### src/rtl/regfile_arbiter.sv
// Two-requester round-robin arbiter in front of a single-port register file.
// Ports: clk/reset, req/we/addr/wdata per side in, gnt/rvalid per side and rdata out, rf_* drive the register file.
module regfile_arbiter #(
  parameter int DW = 8,
  parameter int AW = 3
) (
  input  logic          clk,
  input  logic          reset,
  input  logic          req_a,
  input  logic          req_b,
  input  logic          we_a,
  input  logic          we_b,
  input  logic [AW-1:0] addr_a,
  input  logic [AW-1:0] addr_b,
  input  logic [DW-1:0] wdata_a,
  input  logic [DW-1:0] wdata_b,
  output logic          gnt_a,
  output logic          gnt_b,
  output logic [DW-1:0] rdata,
  output logic          rvalid_a,
  output logic          rvalid_b,
  output logic [AW-1:0] rf_read_addr,
  output logic [AW-1:0] rf_write_addr,
  output logic [DW-1:0] rf_write_data,
  output logic          rf_regwrite,
  input  logic [DW-1:0] rf_read_data
);

  typedef enum logic {
    IDLE   = 1'b0,
    ACCESS = 1'b1
  } state_t;

  state_t        state_q, state_d;
  logic          prio_q, prio_d;
  logic          gnt_a_q, gnt_a_d;
  logic          gnt_b_q, gnt_b_d;
  logic          rvalid_a_q, rvalid_a_d;
  logic          rvalid_b_q, rvalid_b_d;
  logic          regwrite_q, regwrite_d;
  logic [AW-1:0] addr_q, addr_d;
  logic [DW-1:0] wdata_q, wdata_d;
  logic [DW-1:0] rdata_q, rdata_d;
  logic          win_b;

  always_comb begin
    state_d    = state_q;
    prio_d     = prio_q;
    addr_d     = addr_q;
    wdata_d    = wdata_q;
    rdata_d    = rdata_q;
    gnt_a_d    = 1'b0;
    gnt_b_d    = 1'b0;
    rvalid_a_d = 1'b0;
    rvalid_b_d = 1'b0;
    regwrite_d = 1'b0;
    win_b      = 1'b0;
    unique case (state_q)
      IDLE: begin
        if (req_a || req_b) begin
          // B wins alone, or when both ask and prio points at B
          win_b      = req_b && (!req_a || prio_q);
          state_d    = ACCESS;
          gnt_a_d    = !win_b;
          gnt_b_d    = win_b;
          prio_d     = !win_b;
          addr_d     = win_b ? addr_b : addr_a;
          wdata_d    = win_b ? wdata_b : wdata_a;
          regwrite_d = win_b ? we_b : we_a;
        end
      end
      ACCESS: begin
        state_d = IDLE;
        // regwrite_q carries the latched we during ACCESS
        if (!regwrite_q) begin
          rdata_d    = rf_read_data;
          rvalid_a_d = gnt_a_q;
          rvalid_b_d = gnt_b_q;
        end
      end
      default: state_d = IDLE;
    endcase
  end

  always_ff @(posedge clk or posedge reset) begin
    if (reset) begin
      state_q    <= IDLE;
      prio_q     <= 1'b0;
      gnt_a_q    <= 1'b0;
      gnt_b_q    <= 1'b0;
      rvalid_a_q <= 1'b0;
      rvalid_b_q <= 1'b0;
      regwrite_q <= 1'b0;
      addr_q     <= '0;
      wdata_q    <= '0;
      rdata_q    <= '0;
    end else begin
      state_q    <= state_d;
      prio_q     <= prio_d;
      gnt_a_q    <= gnt_a_d;
      gnt_b_q    <= gnt_b_d;
      rvalid_a_q <= rvalid_a_d;
      rvalid_b_q <= rvalid_b_d;
      regwrite_q <= regwrite_d;
      addr_q     <= addr_d;
      wdata_q    <= wdata_d;
      rdata_q    <= rdata_d;
    end
  end

  assign gnt_a         = gnt_a_q;
  assign gnt_b         = gnt_b_q;
  assign rvalid_a      = rvalid_a_q;
  assign rvalid_b      = rvalid_b_q;
  assign rdata         = rdata_q;
  assign rf_read_addr  = addr_q;
  assign rf_write_addr = addr_q;
  assign rf_write_data = wdata_q;
  assign rf_regwrite   = regwrite_q;

endmodule

### config.mk
export PLATFORM = sky130hd
export DESIGN_NAME = regfile_arbiter
export DESIGN_NICKNAME = d
export VERILOG_FILES = /design/src/rtl/regfile_arbiter.sv
export SDC_FILE = /design/constraint.sdc
export NUM_CORES = 1
export LEC_CHECK = 0
export BUFFER_PORTS_ARGS = -buffer_cell sky130_fd_sc_hd__buf_2
export CAP_MARGIN = 5
export CORE_MARGIN = 5
export CORE_UTILIZATION = 43
export CTS_CLUSTER_SIZE = 20
export DETAILED_ROUTE_END_ITERATION = 12
export PLACE_DENSITY = 0.82
export SETUP_SLACK_MARGIN = 0.05
export SLEW_MARGIN = 20
export SYNTH_ARGS = -nofsm -noshare
export SYNTH_HDL_FRONTEND = slang
export SYNTH_SLANG_ARGS = --single-unit
### constraint.sdc
create_clock -name clk -period 1.3 [get_ports clk]
set_input_delay 0.13 -clock clk [delete_from_list [all_inputs] [get_ports clk]]
set_output_delay 0.13 -clock clk [all_outputs]
set_load 0.01 [all_outputs]
==> flow_metrics.tcl <==
set metrics [dict create \
    netlist_instances 104 \
    power_density_nw_per_um2 1393 \
    r2r_start "prio_q" \
    hold_viol 0 \
    vdd_ir_drop_max_v 0.0008028 \
    final_layout_size_suffix_gt1_share_pct 47.56 \
    crit_type "register to register" \
    worstHoldStart "rf_read_data[3]" \
    finalNonFillerCells 194 \
    final_common_cell "buf_2" \
    final_cell_mix "62 x buf_2, 26 x dfrtp_1, 13 x nor2_1, 13 x a21oi_1, 11 x a31oi_1" \
    worst-path-buf-inv 0 \
    slew_viol_final 0 \
    tightest_slew_ns 0.3740 \
    status "completed" \
    num_antenna_cells 0 \
    die_area_um2 3756 \
    dr.pass1.iters 5 \
    start_util_pct 45.25 \
    leakagePower_nw 0.7329 \
    num_rows 18 \
    root_buffer "clkbuf_4" \
    drv_cap 0 \
    nets 201 \
    numCtsBuffers 3 \
    detail-route-antenna-nets 0 \
    ys_warn_count 0 \
    die_w_um 61.29 \
    critical_path.top_delay_family "simple AND/OR/NAND/NOR gates" \
    routedWlPerCell_um 14.18 \
    yosys_register_bits 26 \
    path_cells "and2b_2, nor3_1, nor2_1" \
    drc 0 \
    avgSynthCellArea_um2 10.88 \
    dp.final_hpwl_mm 2.137 \
    setup_viol 0 \
    hold_depth 2 \
    wl_mm 2.751 \
    r2r-end "prio_q" \
    cts_sinks 26 \
    clk_latency_ns 0.31 \
    rr_worst_depth 3 \
    htreeDepth 1 \
    ys_seq_area_share_pct 57.52 \
    gr-total-overflow 0 \
    worstPathArrival_ns 1.36 \
    synth_top_cell_by_area "dfrtp_1" \
    track_usage_pct 16.01 \
    cts_tree "yes" \
    grt_max_degree 27 \
    syn_nets 140 \
    vias 1004 \
    synth_top_area_share_pct 57.52 \
    min_period_ns 1.161 \
    mappedNetlistArea_um2 1131 \
    crit_path_max_incr_delay_ns 0.39 \
    cts_buffer_depth 2 \
    slew_headroom_pct 75.00 \
    io_buffer_count 62 \
    synth_cell_types 21 \
    die_h_um 61.29 \
    critPathMaxFanout 13 \
    skew_ns 0.001719 \
    max_freq_mhz 861.4 \
    min_to "rdata[3]" \
    rsz0062_at_grt "no" \
    cts_setup_buffers 0 \
    grt_pass1_wl_mm 4.436 \
    crit_path_start_kind "register" \
    dp.cells 189 \
    synth_area_leaders "dfrtp_1 58%, a31oi_1 6.1%, a21oi_1 5.8%, o21ai_0 4.4%, nor2_1 4.3%" \
    worstPathRequired_ns 1.50 \
    drtIter0Drc 8 \
    place_congestion 0.7091 \
    via_per_inst 5.175 \
    worst_path_max_delay_cell "dfrtp_1" \
    syn2layout_area_growth_pct 30.75 \
    grt_antenna_before_repair 0 \
    period_share_pct 89.30 \
    clk_pin_slew_ns 0.13 \
    r2r_setup_slack_ns 0.14 \
    pin_count 63 \
    core_area_um2 2500 \
    end_kind "register" \
    fin_setup_tns_ns 0 \
    grt_pass1_vias 1039 \
    hp-class "input port to register" \
]
[sequential cells by signal, indices dropped and copies added (netlist names)]
name           flops
rdata              8
rf_write_data      8
rf_regwrite        1
rvalid_b           1
rf_read_addr       3
state_q            1
rvalid_a           1
prio_q             1
gnt_a              1
gnt_b              1
[Yosys cell counts]
| cell type | n |
|---|---|
| and2_1 | 2 |
| buf_2 | 4 |
| inv_1 | 1 |
| o21ai_0 | 10 |
| and2b_1 | 1 |
| nand3_1 | 1 |
| a31oi_1 | 11 |
| buf_4 | 4 |
| nor3_1 | 1 |
| buf_6 | 2 |
| o21bai_4 | 1 |
| dfrtp_1 | 26 |
| inv_4 | 1 |
| inv_2 | 1 |
| nand2b_1 | 1 |
| a21oi_1 | 13 |
| o21ai_1 | 2 |
| mux2_2 | 4 |
| nor2_1 | 13 |
| mux2_1 | 4 |
| nor2b_1 | 1 |
[metrics by stage]
step           worst slack [ns]  hold slack [ns]  instance area [µm²]  util, %  total power [mW]
2_1_floorplan            0.1493           0.1700                 1131        -             1.446
3_3_place_gp             0.1408           0.1940                 1429    57.16             1.664
3_5_place_dp            0.09785           0.2038                 1429    57.16             1.694
4_1_cts                 0.07984          0.01243                 1475    59.01             2.095
5_1_grt                 0.06829         0.004438                 1479    59.16             2.213
6_report                 0.1391          0.02461                 1479    59.16             2.060
[worst reg2reg max path: stages, from the launching register on]
cell and delay, ns:
dfrtp_1 0.39, and2b_2 0.31, nor3_1 0.26, nor2_1 0.09
[final cells by class]
cell class	count	area, µm²
well taps	30	37.54
multi-input cells	65	397.9
fillers	237	1021
flip-flops and latches	26	650.6
clock buffers	4	36.28
repair buffers	66	342.8
inverters	3	13.76
[power by group]
| group | total [mW] | internal [mW] | switching, mW |
|---|---|---|---|
| registers | 1.04 | 0.964 | 0.0793 |
| clock network | 0.390 | 0.171 | 0.219 |
| logic | 0.627 | 0.288 | 0.339 |
| total | 2.06 | 1.42 | 0.637 |
[worst max path at each step]
stage,startpoint,end,depth (start not counted)
floorplan,rf_regwrite,rdata[1],3
global placement,prio_q,rf_read_addr[2],3
detailed placement,prio_q,rf_write_data[7],3
CTS,prio_q,rf_read_addr[2],3
global route,state_q,rdata[6],3
finish,prio_q,prio_q,3
[routing by layer]
layer | wire, µm | track usage, % | part of all wire [%]
met1 | 1068 | 18.70 | 39
met2 | 1318 | 27.49 | 48
met5 | 0 | 0 | 0
met4 | 24 | 5.573 | 0.87
met3 | 340 | 5.241 | 12
[timing repair]
item,in CTS,in global routing
endpoints found under the setup margin,0,13
hold buffers,1,0
gates resized for setup,0,2
endpoints found under the hold margin,26,0
[logic make-up (layout without fill, tap and decap cells)]
family | after synthesis | count (layout) | synth area share (%)
and+or+nand+nor | 20 | 20 | 8.075
DFF | 26 | 26 | 57.52
buffers and inverters | 13 | 73 | 7.632
AOI/OAI and AO/OA | 37 | 37 | 18.81
muxes | 8 | 8 | 7.964
No activity file was read; power rests on OpenSTA's default activity.
